--- config.mk ---
export PLATFORM = sky130hd
export DESIGN_NAME = fetch_stage
export DESIGN_NICKNAME = d
export VERILOG_FILES = /design/src/rtl/fetch_stage.sv
export SDC_FILE = /design/constraint.sdc
export NUM_CORES = 1
export LEC_CHECK = 0
export CAP_MARGIN = 20
export CORE_UTILIZATION = 30
export DETAILED_ROUTE_END_ITERATION = 6
export GPL_TIMING_DRIVEN = 0
export PLACE_DENSITY_LB_ADDON = 0.15
export SLEW_MARGIN = 25
export SYNTH_ARGS = -nofsm -noshare
export SYNTH_HDL_FRONTEND = slang
export SYNTH_SLANG_ARGS = --single-unit
--- constraint.sdc ---
create_clock -name clk -period 3.6 [get_ports clk]
set_input_delay 0.54 -clock clk [delete_from_list [all_inputs] [get_ports clk]]
set_output_delay 0.54 -clock clk [all_outputs]
set_load 0.01 [all_outputs]
--- src/rtl/fetch_stage.sv ---
// -----------------------------------------------------------------------------
// fetch_stage
//
// Instruction-fetch stage placed directly in front of a byte-addressed,
// combinational-read instruction memory. It owns the program counter, presents
// it to memory and captures the returned word into the IF/ID register.
//
// Ports
//   clk            in   1   single clock, rising edge
//   rst            in   1   synchronous active-high reset
//   pc_addr        out  32  current PC (registered), instruction memory address
//   imem_data      in   32  instruction word for pc_addr (same cycle)
//   stall          in   1   hold PC and IF/ID
//   flush          in   1   invalidate IF/ID (PC unaffected)
//   branch_taken   in   1   redirect fetch to branch_target
//   branch_target  in   32  redirect byte address
//   if_id_instr    out  32  instruction for decode
//   if_id_pc       out  32  PC of if_id_instr
//   if_id_pc4      out  32  if_id_pc + 4 (not wrapped)
//   if_id_valid    out  1   IF/ID holds a real instruction
//   misalign_err   out  1   sticky: some redirect target was not word aligned
//   fetch_count    out  32  instructions accepted into IF/ID since reset
//
// Control semantics: there is no valid/ready handshake here. Each rising edge
// the PC obeys branch_taken > stall > advance, and IF/ID independently obeys
// (flush | branch_taken) > stall > load. fetch_count steps only on a load.
// -----------------------------------------------------------------------------
module fetch_stage #(
  parameter int          MEM_BYTES = 32,
  parameter logic [31:0] RESET_PC  = 32'h0000_0000,
  parameter logic [31:0] NOP       = 32'h0000_0000
) (
  input  logic        clk,
  input  logic        rst,
  output logic [31:0] pc_addr,
  input  logic [31:0] imem_data,
  input  logic        stall,
  input  logic        flush,
  input  logic        branch_taken,
  input  logic [31:0] branch_target,
  output logic [31:0] if_id_instr,
  output logic [31:0] if_id_pc,
  output logic [31:0] if_id_pc4,
  output logic        if_id_valid,
  output logic        misalign_err,
  output logic [31:0] fetch_count
);

  // MEM_BYTES is a power of two, so modulo reduces to an AND mask.
  localparam logic [31:0] ADDR_MASK = 32'(MEM_BYTES - 1);

  logic [31:0] pc_q,          pc_d;
  logic [31:0] if_id_instr_q, if_id_instr_d;
  logic [31:0] if_id_pc_q,    if_id_pc_d;
  logic [31:0] if_id_pc4_q,   if_id_pc4_d;
  logic        if_id_valid_q, if_id_valid_d;
  logic        misalign_q,    misalign_d;
  logic [31:0] fetch_count_q, fetch_count_d;

  logic [31:0] pc_plus4;
  logic        redirect_misaligned;

  assign pc_plus4            = pc_q + 32'd4;
  assign redirect_misaligned = branch_taken && (branch_target[1:0] != 2'b00);

  always_comb begin
    pc_d          = pc_q;
    if_id_instr_d = if_id_instr_q;
    if_id_pc_d    = if_id_pc_q;
    if_id_pc4_d   = if_id_pc4_q;
    if_id_valid_d = if_id_valid_q;
    misalign_d    = misalign_q;
    fetch_count_d = fetch_count_q;

    // PC: a redirect wins even over stall; target is aligned down, then masked.
    if (branch_taken) begin
      pc_d = {branch_target[31:2], 2'b00} & ADDR_MASK;
    end else if (!stall) begin
      pc_d = pc_plus4 & ADDR_MASK;
    end

    // IF/ID: the word currently being fetched is on the wrong path when we
    // redirect, so it is squashed exactly like a flush. pc/pc4 keep old values.
    if (flush || branch_taken) begin
      if_id_instr_d = NOP;
      if_id_valid_d = 1'b0;
    end else if (!stall) begin
      if_id_instr_d = imem_data;
      if_id_pc_d    = pc_q;
      if_id_pc4_d   = pc_plus4;
      if_id_valid_d = 1'b1;
      fetch_count_d = fetch_count_q + 32'd1;
    end

    if (redirect_misaligned) begin
      misalign_d = 1'b1;
    end
  end

  always_ff @(posedge clk) begin
    if (rst) begin
      pc_q          <= RESET_PC;
      if_id_instr_q <= NOP;
      if_id_pc_q    <= 32'd0;
      if_id_pc4_q   <= 32'd0;
      if_id_valid_q <= 1'b0;
      misalign_q    <= 1'b0;
      fetch_count_q <= 32'd0;
    end else begin
      pc_q          <= pc_d;
      if_id_instr_q <= if_id_instr_d;
      if_id_pc_q    <= if_id_pc_d;
      if_id_pc4_q   <= if_id_pc4_d;
      if_id_valid_q <= if_id_valid_d;
      misalign_q    <= misalign_d;
      fetch_count_q <= fetch_count_d;
    end
  end

  assign pc_addr      = pc_q;
  assign if_id_instr  = if_id_instr_q;
  assign if_id_pc     = if_id_pc_q;
  assign if_id_pc4    = if_id_pc4_q;
  assign if_id_valid  = if_id_valid_q;
  assign misalign_err = misalign_q;
  assign fetch_count  = fetch_count_q;

endmodule

### Word level (Yosys, flattened, before mapping)

Index checks and enable logic that the tools add are counted.

| storage, ports and cells | value |
|---|---|
| bits in registers | 108 |
| bits in latches | 0 |
| bits in writable memories | 0 |
| bits in read-only memories | 0 |
| bits of input ports | 69 |
| output and inout bits | 162 |
| memories | 0 |

| cells by class | value |
|---|---|
| add/sub/neg operators | 2 |
| multiply operators | 0 |
| div/mod/pow operators | 0 |
| order comparisons | 0 |
| equality and inequality tests | 1 |
| shift operators | 0 |
| muxes and demuxes | 2 |
| bitwise gates (word level) | 2 |
| reductions and logical operators | 6 |

Operators by type and width:

| operator | number |
|---|---|
| adder 32 x 1 -> 32 bit (second input constant) | 1 |
| 2-to-1 mux 5 bit | 2 |
| adder 5 x 3 -> 6 bit (second input constant) | 1 |
| OR reduction 2 bit | 2 |
| inequality test 2 x 1 -> 1 bit (second input constant) | 1 |
| NOT 1 bit | 2 |
| AND reduction 2 bit | 1 |
| nonzero test 2 bit | 1 |
| logical AND 1 bit | 1 |
| logical OR 1 bit | 1 |

### Longest topological paths before layout

Gate-level depths: netlist of run 1.

| logic depth | value |
|---|---|
| depth in word-level cells | 3 |
| depth in mapped cells | 7 |

### Least setup slack after synthesis of run 1

Ideal clock, no wire load.

| timing path | value |
|---|---|
| path kind | in2reg |
| start | in branch_taken |
| end | reg fetch_count_q[19] (netlist: fetch_count[19]) |
| library setup time | 70 ps |
| data arrival time | 2,329 ps |
| required time | 3,530 ps |
| slack | 1,201 ps |
| cell stages on the path | 6 |
| path through | buf_2 > or3_1 > clkbuf_1 > or4_4 > or4_1 > a21oi_1 |

| between the ends | value |
|---|---|
| word-level cells in the longest chain between the ends | 3 |

RTL lines:

| item | RTL line | RTL |
|---|---|---|
| start: declaration | 39 | `input logic branch_taken,` |
| logical OR 1 bit | 84 | `if (flush \|\| branch_taken) begin` |
| NOT 1 bit (no line) | -- |  |
| AND reduction 2 bit (no line) | -- |  |
| end signal: assignment | 116 | `fetch_count_q <= fetch_count_d;` |
| end: declaration | 58 | `logic [31:0] fetch_count_q, fetch_count_d;` |

No other way between the ends.
A chain may end at the register's enable or synchronous reset.

### Worst setup path after layout of run 1

| timing path | value |
|---|---|
| start | in stall |
| end | reg fetch_count_q[16] (netlist: fetch_count[16]) |

| between the ends | value |
|---|---|
| word-level cells in the longest chain between the ends | 2 |

RTL lines:

| item | RTL line | RTL |
|---|---|---|
| start: declaration | 37 | `input logic stall,` |
| NOT 1 bit (no line) | -- |  |
| AND reduction 2 bit (no line) | -- |  |

No other way between the ends.

==> summary.txt, run 1 <==
Outcome
  – Status: finished, final reports clean

Logic synthesis
  – Yosys reg bits: 76
  – Top area cells in the synthesized netlist: dfxtp_1 40%, buf_4 17%, mux2i_1 9.0%
  – Main combinational cell family by area after synthesis: buffers and inverters
  – Compound-Gate Fraction of Synth Area: 7.83%
  – Ys flop type: dfxtp_1
  – Average size of a mapped cell: 8.74 um2
  – Post-Synth Adder-Cell Area: 0.658%
  – Synthesized area: 3800 um2
  – Post-Synth Simple-Gate Area: 19.3%
  – Synth Warn #: 0
  – Synth top cells by count: 86 x buf_4, 76 x dfxtp_1, 51 x nor2_1
  – Async SR Flop Fraction: 0%
  – Synth unique cells: 31
  – Most used standard cell by instance count after synthesis: buf_4
  – Gate Count Post-Synth: 435
  – Sequential element share of the synthesized area: 40.0%
  – Post-synth top area share: 40.0%
  – Top cell type by total area after synthesis: dfxtp_1
  – Post-Synth XOR/XNOR Area: 3.00%
  – Post-synth EDFFs: 0
  – Mux cell area share after synthesis: 9.25%

Clocking
  – Cts repair resizes: 0
  – CTS HTree Levels: 3
  – Clock sinks: 76
  – Worst-path clk slew: 0.06 ns
  – TritonCTS clock tree: done
  – Root Buffer: clkbuf_16
  – Worst-Skew Late Latency: 0.33 ns
  – Inserted Clock Buffers: 9
  – Clock buffer depth: 2
  – Post-CTS Setup Inserts: 0
  – CTS Hold Bufs: 0

Floorplanning
  – Starting density of the core: 31.3%
  – I/O pin cnt: 231
  – Core Box Area: 12200 um2
  – Die ar.: 13100 um2
  – Die height: 115 um
  – Rows: 40
  – Chip width: 115 um

Routing
  – Via count: 3396
  – Antenna-violating nets left: 0
  – TritonRoute pass-1 iters: 4
  – Number of remaining DRC errors: 0
  – WL final: 9520 um
  – 1st-iter DRT viols: 101
  – WL/cell: 11.6 um
  – Vias per cell: 4.14

Worst setup path
  – Crit path DAT: 2.99 ns
  – Slowest-stage cell, CP: or4b_1
  – Crit path kind: primary input to register
  – Crit start category: primary input
  – Worst path bufs/invs: 3
  – Flop-to-flop setup slack: 0.96 ns
  – Crit path max fanout: 10
  – CP most frequent cell: or3_1
  – Top Family by Delay on Critical Path: simple AND/OR/NAND/NOR gates
  – Worst Setup End Kind: register
  – CP required: 3.85 ns
  – CP Cell Sequence: clkdlybuf4s50_1 -> or4b_1 -> buf_2 -> or3_1 -> clkbuf_1 -> or3_1 -> a21oi_1
  – Largest stage delay on the critical path: 0.52 ns

Placement
  – Post-DP HPWL: 7320 um
  – Global placer's final weighted congestion: 0.741
  – Post-DP Area: 5490 um2
  – Port buffer count: 116

Final layout
  – Area added between synthesis and finish: 51.9%
  – Final Core Density: 47.5%
  – Finished Cell Area: 5770 um2
  – Antenna cell count: 0
  – Share of cells above drive strength 1: 16.9%
  – NumNets Final: 718
  – Fill count: 1194

Pwr
  – Int Pwr: 1.51 mW
  – Comb power frac: 13.2%
  – Static leakage: 2.36 nW
  – Sw Pwr: 0.466 mW
  – Net Sw Frac: 23.6%
  – Max VDD drop: 243 uV
  – Sequential share of power: 43.8%
  – Clock share of power: 43.0%
  – PwrDens: 342 nW/um2

STA
  – RSZ-0062 raised after global routing: no
  – Final Setup Violations: 0
  – Max Clk Rate: 365 MHz
  – Sum Neg Setup Slack: 0 ns
  – Worst-margin pin slew: 0.708 ns
  – Hold Slack: 0.451 ns
  – Final hold vios: 0
  – Setup Skew: 0.00645 ns
  – Period utilisation layout: 76.1%
  – Fin. max-slew vios: 0
  – Tmin final: 2.74 ns
  – Slew margin rel.: 52.8%

Job
  – Max cap viols: 0

Global routing
  – GRT overflow: 0
  – First-pass GRT wire length: 15000 um
  – Initial antenna violation count: 0
  – GR Util All Layers: 14.7%
  – Largest net degree at the start of global routing: 13
  – Vias in the first global route: 3158

Min path
  – Min-Delay Path Class: register to register
per-stage QoR:
stage               worst slack (ns)  total power [mW]  instances
floorplan                       1.20              1.05        520
global placement               0.543              1.14        804
detailed placement             0.508              1.14        804
CTS                            0.860              2.01        820
global route                   0.723              2.06        820
finish                         0.860              1.97        820
routing by layer:
metal | global-route usage, % | up-vias | share of wire, %
met5 | 0 | - | 0
met4 | 4.68 | 0 | 0.68
met3 | 7.04 | 5 | 9.6
met2 | 25.7 | 118 | 49
met1 | 15.5 | 1520 | 40
li1 | - | 1753 | -
path summary, 6_finish.rpt:
kind,startpoint,end,cells past startpoint
setup / recovery,stall,fetch_count[16],7
hold / removal,if_id_valid,if_id_valid,2
setup reg to reg,fetch_count[1],fetch_count[16],7
hold reg to reg,if_id_valid,if_id_valid,2
cells in the final DEF (no fill, tap or decap), types with 10 or more instances in the layout:
| cell | Yosys | layout |
|---|---|---|
| a21oi_1 | 30 | 30 |
| buf_4 | 86 | 86 |
| clkbuf_1 | 17 | 19 |
| clkdlybuf4s50_1 | 0 | 116 |
| conb_1 | 1 | 86 |
| dfxtp_1 | 76 | 76 |
| mux2i_1 | 34 | 34 |
| nand2_1 | 21 | 21 |
| nand4_1 | 13 | 13 |
| nor2_1 | 51 | 51 |
| o21ai_0 | 10 | 10 |
| o31ai_1 | 12 | 12 |
| or3_1 | 15 | 15 |
| or4_1 | 16 | 16 |
cell families (layout without fill, tap and decap cells):
family          after synthesis  count (layout)
compound gates               53              53
buf+inv                     114             246
xor+xnor                     13              13
other cells                   1              86
flops                        76              76
fa+ha+maj                     2               2
simple gates                141             141
mux                          35              35
state kept, by name (all words and copies together) (netlist names):
signal / cells
fetch_count: 32
if_id_instr: 32
if_id_pc4: 4
if_id_pc: 3
pc_addr: 3
if_id_valid: 1
misalign_err: 1
power groups by stage:
stage / logic, mW / registers [mW] / clock network, mW
floorplan: 0.166 / 0.888 / 0
global placement: 0.256 / 0.883 / 0
detailed placement: 0.258 / 0.883 / 0
CTS: 0.258 / 0.865 / 0.883
global route: 0.285 / 0.866 / 0.913
finish: 0.260 / 0.865 / 0.848
layout make-up:
| class | count | area [um2] | area share (%) |
|---|---|---|---|
| Buffer | 107 | 728 | 12.6 |
| Clock buffer | 13 | 260 | 4.51 |
| Clock inverter | 3 | 21.3 | 0.368 |
| Inverter | 7 | 26.3 | 0.455 |
| Multi-Input combinational cell | 330 | 1840 | 31.9 |
| Sequential cell | 76 | 1520 | 26.4 |
| Tap cell | 168 | 210 | 3.64 |
| Timing Repair Buffer | 116 | 1160 | 20.1 |
tightest hold or removal path, stage by stage (launching register included):
cell and delay, ns:
dfxtp_1 0.31, inv_1 0.05, a21oi_1 0.05
Note: power is estimated with default switching activity, not from simulation.
==> run 2: changes to the inputs <==
==> constraint.sdc (replaced) <==
create_clock -name clk -period 2.3 [get_ports clk]
set_input_delay 0.345 -clock clk [delete_from_list [all_inputs] [get_ports clk]]
set_output_delay 0.345 -clock clk [all_outputs]
set_load 0.01 [all_outputs]
==> run 2 against run 1 <==
Flip-flop and latch count is the same. Power grew 56%. Sequential power grew 56%. Clock skew shrank 0.0028 ns. Count of clock-buffer cells in the layout grew 1. Core utilization grew 0.85 points. First-iteration DRC count grew 64%. Cell count grew 0.49%. Largest cell class unchanged. Largest power group unchanged.
==> summary.txt, run 2 (same netlist as run 1, synthesis figures left out) <==
Placement
  – Global placer's final weighted congestion: 0.754 (+1.8%)
  – Port buffer count: 116 (unchanged)
  – Post-DP HPWL: 7410 um (+1.3%)
  – Post-DP Area: 5500 um2 (+0.14%)
  – DP Cell Count: 804 (unchanged)
  – Setup WS pre-CTS: -0.592 ns (-1.10 ns)

STA
  – Max Clk Rate: 439 MHz
  – Final worst slack: 0.0242 ns (-0.836 ns)
  – Fin. max-slew vios: 0 (unchanged)
  – Final Setup Violations: 0 (unchanged)
  – RSZ-0062 raised after global routing: yes
  – Sum Neg Setup Slack: 0 ns (unchanged)
  – Final hold vios: 0 (unchanged)
  – Tmin final: 2.28 ns
  – Slew margin rel.: 51.7% (-1.0 points)
  – Setup Skew: 0.00367 ns (-0.00279 ns)
  – Period utilisation layout: 98.9%
  – Worst-margin pin slew: 0.724 ns (+0.0156 ns)

Min path
  – Worst Hold Launch: rst
  – Hold path depth: 2 (unchanged)
  – Min-Delay Path Class: primary input to register
  – WHS Endpoint: if_id_pc[4]

Final layout
  – Leading cell type in the layout, fill and taps excluded: clkdlybuf4s50_1
  – Final Core Density: 48.3% (+0.85 points)
  – NumNets Final: 723 (+0.70%)
  – Final cell count without fillers: 824 (+0.49%)
  – Finished Cell Area: 5880 um2 (+1.8%)
  – Area added between synthesis and finish: 54.6%
  – Share of cells above drive strength 1: 19.2% (+2.3 points)
  – Antenna cell count: 0 (unchanged)
  – Fill count: 1238 (+3.7%)
  – Commonest non-fill, non-tap cells in the layout: 113 x clkdlybuf4s50_1, 94 x buf_4, 86 x conb_1

Global routing
  – Vias in the first global route: 3266 (+3.4%)
  – Initial antenna violation count: 0 (unchanged)
  – GR Util All Layers: 15.2% (+0.49 points)
  – First-pass GRT wire length: 15600 um (+4.2%)
  – GRT overflow: 0 (unchanged)
  – Largest net degree at the start of global routing: 12 (-1)

Clocking
  – CTS Hold Bufs: 0 (unchanged)
  – Clock sinks: 76 (unchanged)
  – Clock buffer depth: 2 (unchanged)
  – Inserted Clock Buffers: 9 (unchanged)
  – CTS HTree Levels: 3 (unchanged)
  – Root Buffer: clkbuf_16
  – Worst-path clk slew: 0.06 ns (about the same)
  – Worst-Skew Late Latency: 0.33 ns (about the same)
  – TritonCTS clock tree: done

Worst setup path
  – Worst reg2reg path depth: 5 (-2)
  – Crit path max fanout: 4 (-6)
  – R2r endpoint: fetch_count[30]
  – CP Cell Sequence: ha_4 -> or4b_4 -> or4b_4 -> or4_1 -> a21oi_1
  – Worst Setup End Kind: register
  – Crit path DAT: 2.53 ns (-0.46 ns)
  – Worst path bufs/invs: 0 (-3)
  – CP required: 2.56 ns (-1.29 ns)
  – Crit path kind: register to register
  – Flop-to-flop setup slack: 0.02 ns (-0.94 ns)
  – Crit start category: register
  – Largest stage delay on the critical path: 0.58 ns (+0.06 ns)
  – Slowest-stage cell, CP: or4b_4
  – RR Startpoint: fetch_count[1]
  – Top Family by Delay on Critical Path: simple AND/OR/NAND/NOR gates
  – CP most frequent cell: or4b_4

Floorplanning
  – Die height: 115 um (unchanged)
  – Rows: 40 (unchanged)
  – Starting density of the core: 31.3% (unchanged)
  – I/O pin cnt: 231 (unchanged)
  – Chip width: 115 um (unchanged)
  – Die ar.: 13100 um2 (unchanged)
  – Core Box Area: 12200 um2 (unchanged)

Routing
  – WL/cell: 11.9 um (+2.5%)
  – 1st-iter DRT viols: 166 (+64%)
  – Antenna-violating nets left: 0 (unchanged)
  – Via count: 3457 (+1.8%)
  – Vias per cell: 4.20 (+1.3%)
  – WL final: 9800 um (+3.0%)
  – TritonRoute pass-1 iters: 4 (unchanged)
  – Number of remaining DRC errors: 0 (unchanged)

Job
  – Max cap viols: 0 (unchanged)

Outcome
  – Status: finished, final reports clean

Pwr
  – Max VDD drop: 334 uV (+38%)
  – PwrDens: 524 nW/um2 (+53%)
  – Static leakage: 2.41 nW (+1.9%)
-- run 2: cell types whose count changed in the layout (fill, tap and decap cells not counted), moves of 3 or more --
cell / change
buf_4: +8
buf_2: -3
dlygate4sd2_1: +3
clkdlybuf4s50_1: -3
-- run 2: cell type report --
class | count | area (um2) | area share (%)
Sequential cell | 76 | 1530 | 26.0
Clock buffer | 14 | 264 | 4.49
Clock inverter | 1 | 7.51 | 0.128
Buffer | 105 | 739 | 12.6
Tap cell | 168 | 210 | 3.58
Inverter | 7 | 26.3 | 0.447
Timing Repair Buffer | 123 | 1210 | 20.6
Multi-Input combinational cell | 330 | 1890 | 32.2
-- run 2: how the worst max path moves through the flow --
stage	slack (ns)	start	end	cells after the start
final	0.02	fetch_count[1]	fetch_count[30]	5
after global routing	-0.03	fetch_count[1]	fetch_count[30]	5
after CTS	0.01	fetch_count[0]	fetch_count[14]	7
after detailed placement	-0.59	stall	fetch_count[14]	7
after global placement	-0.57	stall	fetch_count[14]	7
after floorplan	0.01	fetch_count[0]	fetch_count[30]	6
-- run 2: layer usage --
layer | up-vias | part of all wire, % | GRT usage [%]
li1 | 1761 | - | -
met1 | 1567 | 40 | 16.1
met2 | 118 | 50 | 26.5
met3 | 11 | 9.2 | 6.46
met4 | 0 | 1.6 | 5.97
met5 | - | 0 | 0
-- run 2: worst register-to-register path: stages (launching register included) --
cell and delay, ns:
dfxtp_4 0.36, ha_4 0.13, or4b_4 0.49, or4b_4 0.58
or4_1 0.52, a21oi_1 0.14
-- run 2: through the flow --
| stage | power [mW] | hold slack (ns) |
|---|---|---|
| detailed placement | 1.78 | 0.442 |
| floorplan | 1.65 | 0.470 |
| finish | 3.08 | 0.430 |
| CTS | 3.11 | 0.431 |
| global placement | 1.78 | 0.439 |
| global route | 3.21 | 0.482 |
-- run 2: repair_timing --
action                     4_1_cts  5_1_grt
pin swaps                        5        6
gates resized for setup         18        4
buffers inserted                 4        3
setup endpoints to repair       21        6
-- run 2: power breakdown --
part / switching, mW / total (mW) / internal [mW]
registers: 0.0152 / 1.35 / 1.34
logic: 0.181 / 0.414 / 0.233
clock network: 0.528 / 1.31 / 0.785
total: 0.724 / 3.08 / 2.35
==> run 3: changes to the inputs <==
--- a/config.mk
+++ b/config.mk
@@ -7,6 +7,7 @@
 export LEC_CHECK = 0
 export CAP_MARGIN = 20
 export CORE_UTILIZATION = 30
+export CTS_CLUSTER_DIAMETER = 120
 export DETAILED_ROUTE_END_ITERATION = 6
 export GPL_TIMING_DRIVEN = 0
 export PLACE_DENSITY_LB_ADDON = 0.15
==> results of run 3 <==
The final DEF is identical to that of run 2; final timing and power are the same.
